**src/rtl/spike_encoder.sv**
```systemverilog
// Race-logic spike encoder: larger intensities fire earlier within one gamma cycle (active-low spikes).
// Optional step mode via `define SPIKE_ENC_STEP_EN (lanes stay low from fire tick through the last RUN tick).
module spike_encoder #(
  parameter int NUM_INPUTS = 4,
  parameter int VAL_W      = 3,
  parameter int REST_TICKS = 2
) (
  input  logic                          clk,
  input  logic                          rst,
  input  logic                          in_valid,
  output logic                          in_ready,
  input  logic [NUM_INPUTS*VAL_W-1:0]   in_values,
  output logic [NUM_INPUTS-1:0]         should_spike_out_l,
  output logic                          gamma_start,
  output logic                          gamma_done,
  output logic                          busy,
  output logic [$clog2(NUM_INPUTS+1)-1:0] fired_cnt
);

  localparam int CNT_W  = $clog2(NUM_INPUTS+1);
  localparam int REST_W = (REST_TICKS > 1) ? $clog2(REST_TICKS) : 1;
  localparam logic [VAL_W-1:0]  MAXV      = '1;
  localparam logic [REST_W-1:0] REST_LAST = REST_W'(REST_TICKS - 1);

  typedef enum logic [1:0] {IDLE = 2'd0, RUN = 2'd1, REST = 2'd2} state_t;

  state_t                        state, state_nx;
  logic [VAL_W-1:0]              tick, tick_nx;
  logic [REST_W-1:0]             rest_cnt, rest_nx;
  logic [NUM_INPUTS*VAL_W-1:0]   vals, vals_nx;
  logic [NUM_INPUTS-1:0]         fire, fire_nx;
  logic [NUM_INPUTS-1:0]         spike_l_nx;
  logic                          start_nx, done_nx;
  logic [CNT_W-1:0]              cnt_nx;

  function automatic logic [NUM_INPUTS-1:0] fire_at(input logic [NUM_INPUTS*VAL_W-1:0] v_all,
                                                     input logic [VAL_W-1:0] t);
    logic [VAL_W-1:0] v;
    fire_at = '0;
    for (int i = 0; i < NUM_INPUTS; i++) begin
      v = v_all[i*VAL_W +: VAL_W];
      fire_at[i] = (v != '0) && (v == MAXV - t);
    end
  endfunction

  // Lanes driven low at tick t: only the firing tick in pulse mode, fire tick onward in step mode
  function automatic logic [NUM_INPUTS-1:0] low_at(input logic [NUM_INPUTS*VAL_W-1:0] v_all,
                                                    input logic [VAL_W-1:0] t);
`ifdef SPIKE_ENC_STEP_EN
    logic [VAL_W-1:0] v;
    low_at = '0;
    for (int i = 0; i < NUM_INPUTS; i++) begin
      v = v_all[i*VAL_W +: VAL_W];
      low_at[i] = (v != '0) && (t >= MAXV - v);
    end
`else
    low_at = fire_at(v_all, t);
`endif
  endfunction

  function automatic logic [CNT_W-1:0] popcount(input logic [NUM_INPUTS-1:0] x);
    popcount = '0;
    for (int i = 0; i < NUM_INPUTS; i++) popcount = popcount + CNT_W'(x[i]);
  endfunction

  assign in_ready = (state == IDLE);
  assign busy     = (state != IDLE);

  // Next-state and next-output decode; outputs are computed one tick ahead so they land registered
  always_comb begin
    state_nx   = state;
    tick_nx    = tick;
    rest_nx    = rest_cnt;
    vals_nx    = vals;
    fire_nx    = '0;
    spike_l_nx = '1;
    start_nx   = 1'b0;
    done_nx    = 1'b0;
    cnt_nx     = fired_cnt;
    case (state)
      IDLE: begin
        if (in_valid) begin
          vals_nx    = in_values;
          tick_nx    = '0;
          state_nx   = RUN;
          start_nx   = 1'b1;
          cnt_nx     = '0;
          fire_nx    = fire_at(in_values, '0);
          spike_l_nx = ~low_at(in_values, '0);
        end else begin
          state_nx = IDLE;
        end
      end
      RUN: begin
        // fire holds the lanes shown this tick, so the count trails the spikes by one cycle
        cnt_nx = fired_cnt + popcount(fire);
        if (tick == MAXV) begin
          state_nx = REST;
          rest_nx  = '0;
          done_nx  = (REST_TICKS == 1);
        end else begin
          tick_nx    = tick + VAL_W'(1);
          fire_nx    = fire_at(vals, tick_nx);
          spike_l_nx = ~low_at(vals, tick_nx);
        end
      end
      REST: begin
        if (rest_cnt == REST_LAST) begin
          state_nx = IDLE;
        end else begin
          rest_nx = rest_cnt + REST_W'(1);
          done_nx = (rest_nx == REST_LAST);
        end
      end
      default: state_nx = IDLE;
    endcase
  end

  // State and output registers
  always_ff @(posedge clk) begin
    if (rst) begin
      state              <= IDLE;
      tick               <= '0;
      rest_cnt           <= '0;
      vals               <= '0;
      fire               <= '0;
      should_spike_out_l <= '1;
      gamma_start        <= 1'b0;
      gamma_done         <= 1'b0;
      fired_cnt          <= '0;
    end else begin
      state              <= state_nx;
      tick               <= tick_nx;
      rest_cnt           <= rest_nx;
      vals               <= vals_nx;
      fire               <= fire_nx;
      should_spike_out_l <= spike_l_nx;
      gamma_start        <= start_nx;
      gamma_done         <= done_nx;
      fired_cnt          <= cnt_nx;
    end
  end

endmodule
```
**config.mk**
```make
export PLATFORM = sky130hd
export DESIGN_NAME = spike_encoder
export DESIGN_NICKNAME = d
export VERILOG_FILES = /design/src/rtl/spike_encoder.sv
export SDC_FILE = /design/constraint.sdc
export NUM_CORES = 1
export LEC_CHECK = 0
export ABC_AREA = 1
export CAP_MARGIN = 20
export CORE_MARGIN = 10
export CORE_UTILIZATION = 46
export DETAILED_ROUTE_END_ITERATION = 10
export MAX_ROUTING_LAYER = met4
export PLACE_DENSITY = 0.77
export SYNTH_ARGS = -nofsm -noshare
export SYNTH_HDL_FRONTEND = slang
export SYNTH_SLANG_ARGS = --single-unit
export TNS_END_PERCENT = 50
```
**constraint.sdc**
```tcl
create_clock -name clk -period 2 [get_ports clk]
set_input_delay 0.4 -clock clk [delete_from_list [all_inputs] [get_ports clk]]
set_output_delay 0.4 -clock clk [all_outputs]
set_load 0.01 [all_outputs]
```
==> flow_summary.yaml <==
run:
  maxCapViolCount: 0
clocking:
  clock_sinks: 31
  cts-root-buf: "clkbuf_4"
  cts_buffers: 5
  cts_setup_buffers: 0
  clkTransAtPathRegs_ps: 90
  cts_tree: "done"
  cts_max_path_buffers: 2
  htree_num_levels: 2
  clkLatencyLatePin_ps: 320
hold_path:
  min_path_type: "reg -> reg"
routing:
  drt-wirelength-per-cell_um: 11.9
  via_count: 1231
  via_per_inst: 4.96
  met2_length_mm: 1.32
  wl_met3_um: 147
  drt_wl_total_mm: 2.96
  ant_nets: 0
  drt_first_pass_iters: 4
  routed.top_layer: "met4"
  drc: 0
  drt_iter0_markers: 62
  wl_met1_mm: 1.47
synthesis:
  yosysSeqAreaShare_pct: 44.6
  synth_top_area_share_pct: 44.6
  synth_largest_area_cell: "dfxtp_1"
  synthesis.nets: 209
  ys_ff_latch: 31
  synth_cells: 189
  yosys_warnings: 0
  synth_area_leaders: "dfxtp_1 45%, nand2_1 15%, a21oi_1 7.9%"
  synthDistinctLibCells: 21
  syn_area_per_cell_um2: 7.37
  netlist_area_um2: 1390
floorplanning:
  rows: 19
  dieArea_um2: 5630
  die_h_um: 75.0
  coreArea_um2: 2830
  initial_core_util_pct: 49.2
  io_pins: 26
  die_w_um: 75.0
timing:
  fin_crit_ps: 1960
  min_period_over_period_pct: 98.1
  grt_setup_unrepaired: "true"
  hold_violations: 0
  setup_viol: 0
  max_slew.worst_pin.slew_ps: 423
  fmax_ghz: 0.510
  slew_viol_final: 0
  relSlewSlack_pct: 71.7
  fin_skew_ps: 7.80
setup_path:
  criticalPathCategory: "reg -> reg"
  crit_required_ps: 2220
  cp-start-kind: "register"
  crit_top_cell: "fa_1"
  endpoint_kind: "register"
  worstPathMaxFanout: 3
  critical-path-max-stage-delay_ps: 530
  cp.arrival_ps: 2180
  path_cells: "fa_1, inv_1, fa_2, inv_2, fa_1, nand2_1, a21oi_2"
  cp_slowest_cell: "fa_1"
outcome:
  status: "completed"
cells_and_area:
  final_util_pct: 61.2
  drive_gt1_share_pct: 8.76
  syn2layout_area_growth_pct: 24.3
  nNetsFinal: 237
  diodes: 0
  fin_area_um2: 1730
power_and_ir_drop:
  p_sw_share_pct: 27.1
  intPower_uw: 894
  p_comb_share_pct: 15.6
  p_switching_uw: 333
  p_clk_share_pct: 30.1
  power_density_nw_per_um2: 709
  pwr-share-seq_pct: 54.3
  ir_drop_mv: 0.503
  p_leak_nw: 0.781
placement:
  placedInstanceArea_um2: 1660
  dp_hpwl_mm: 2.22
  place_congestion: 0.818
  port-buffer-count: 25
global_route:
  overflow: 0
  grt_pass1_vias: 1142
  grt_max_degree: 22
  grt_pass1_wl_mm: 5.01
  track_usage_pct: 11.8
  grt_antenna_before_repair: 0
-- synth_stat cells --
cell      count
nand2_1      56
nor2_2        2
buf_4         2
nand4_1       4
inv_1        23
a21oi_1      22
nand3_1       6
clkbuf_1      1
buf_2         2
or2_2         1
o31ai_1       1
ha_1          2
buf_1         1
nand2_2       1
nor2_4        1
o21ai_0      10
a211oi_1      1
nor2_1       15
dfxtp_1      31
xor2_1        4
fa_1          3
-- cells by family (layout without fill, tap and decap cells) --
family,Yosys count,in the layout,synth area share (%)
AOI/OAI and AO/OA,34,34,12.6
DFF,31,31,44.6
buffers and inverters,29,57,8.53
xor gates and xnor gates,4,4,2.52
and+or+nand+nor,86,86,25.7
adders and majority gates,5,5,6.11
-- sequential cells by signal (all words and copies together) (netlist names) --
name and flops:
fired_cnt 3, gamma_done 1, fire 4, rest_cnt 1, should_spike_out_l 4, vals 12, tick 3, gamma_start 1
state 2
-- cell usage in the layout, fill, tap and decap left out --
master | netlist | final
clkdlybuf4s50_1 | 0 | 25
o21ai_1 | 0 | 1
clkinv_2 | 0 | 1
fa_1 | 3 | 2
nand2_1 | 56 | 56
ha_1 | 2 | 2
a21oi_2 | 0 | 2
or2_2 | 1 | 1
dfxtp_1 | 31 | 30
dfxtp_2 | 0 | 1
nor2_1 | 15 | 15
clkbuf_4 | 0 | 5
o31ai_1 | 1 | 1
nand4_1 | 4 | 4
a21oi_1 | 22 | 20
nor2_4 | 1 | 1
clkbuf_8 | 0 | 1
nor2_2 | 2 | 2
buf_4 | 2 | 2
a211oi_1 | 1 | 1
xor2_1 | 4 | 4
fa_2 | 0 | 1
nand3_1 | 6 | 6
inv_1 | 23 | 22
o21ai_0 | 10 | 9
inv_2 | 0 | 1
nand2_2 | 1 | 1
-- layer usage --
metal | global-route usage, % | up-vias
li1 | - | 652
met1 | 14.0 | 552
met2 | 17.9 | 25
met3 | 3.29 | 2
met4 | 6.09 | 0
met5 | - | -
-- power by group through the flow --
stage	clock (mW)	combinational (mW)	sequential, mW
3_3_place_gp	0	0.189	0.679
5_1_grt	0.402	0.219	0.670
6_report	0.369	0.191	0.667
2_1_floorplan	0	0.121	0.678
3_5_place_dp	0	0.191	0.681
4_1_cts	0.377	0.192	0.666
-- path summary, 6_finish.rpt --
check / slack, ps / start / cells after the start / endpoint
worst max-delay path: 40 / fired_cnt[0] / 7 / fired_cnt[1]
worst min-delay path: 470 / tick[1] / 2 / tick[1]
worst max register to register: 40 / fired_cnt[0] / 7 / fired_cnt[1]
worst min register to register: 470 / tick[1] / 2 / tick[1]
-- what timing repair did --
| item | CTS | global route |
|---|---|---|
| setup endpoints to repair | 1 | 2 |
| gates resized for setup | 2 | 4 |
| hold buffers | 0 | 0 |
| pin swaps | 1 | 1 |
-- stage by stage --
stage	hold WS, ps	std cells	power (mW)	worst slack (ps)	TNS (ps)
after global routing	504	248	1.29	-23.1	-23.1
after floorplan	443	189	0.799	40.0	0
after detailed placement	462	241	0.872	-14.5	-14.5
after global placement	456	241	0.868	41.9	0
after CTS	477	248	1.24	33.6	0
final	470	248	1.23	37.3	0
-- final cells by class --
cell class              count  area, µm²
clock buffers               6       51.3
clock inverters             1       5.00
fillers                   287       1100
inverters                  23       86.3
multi-input cells         129        663
flip-flops and latches     31        622
well taps                  31       38.8
repair buffers             27        265
-- worst max-delay path, delay by kind of cell (launching register included) --
family          cells  cell delay [ps]
fa+ha+maj           3             1260
flops               1              350
buf+inv             2              110
simple gates        1               90
compound gates      1               50
Power figures use the tool's default switching activity.
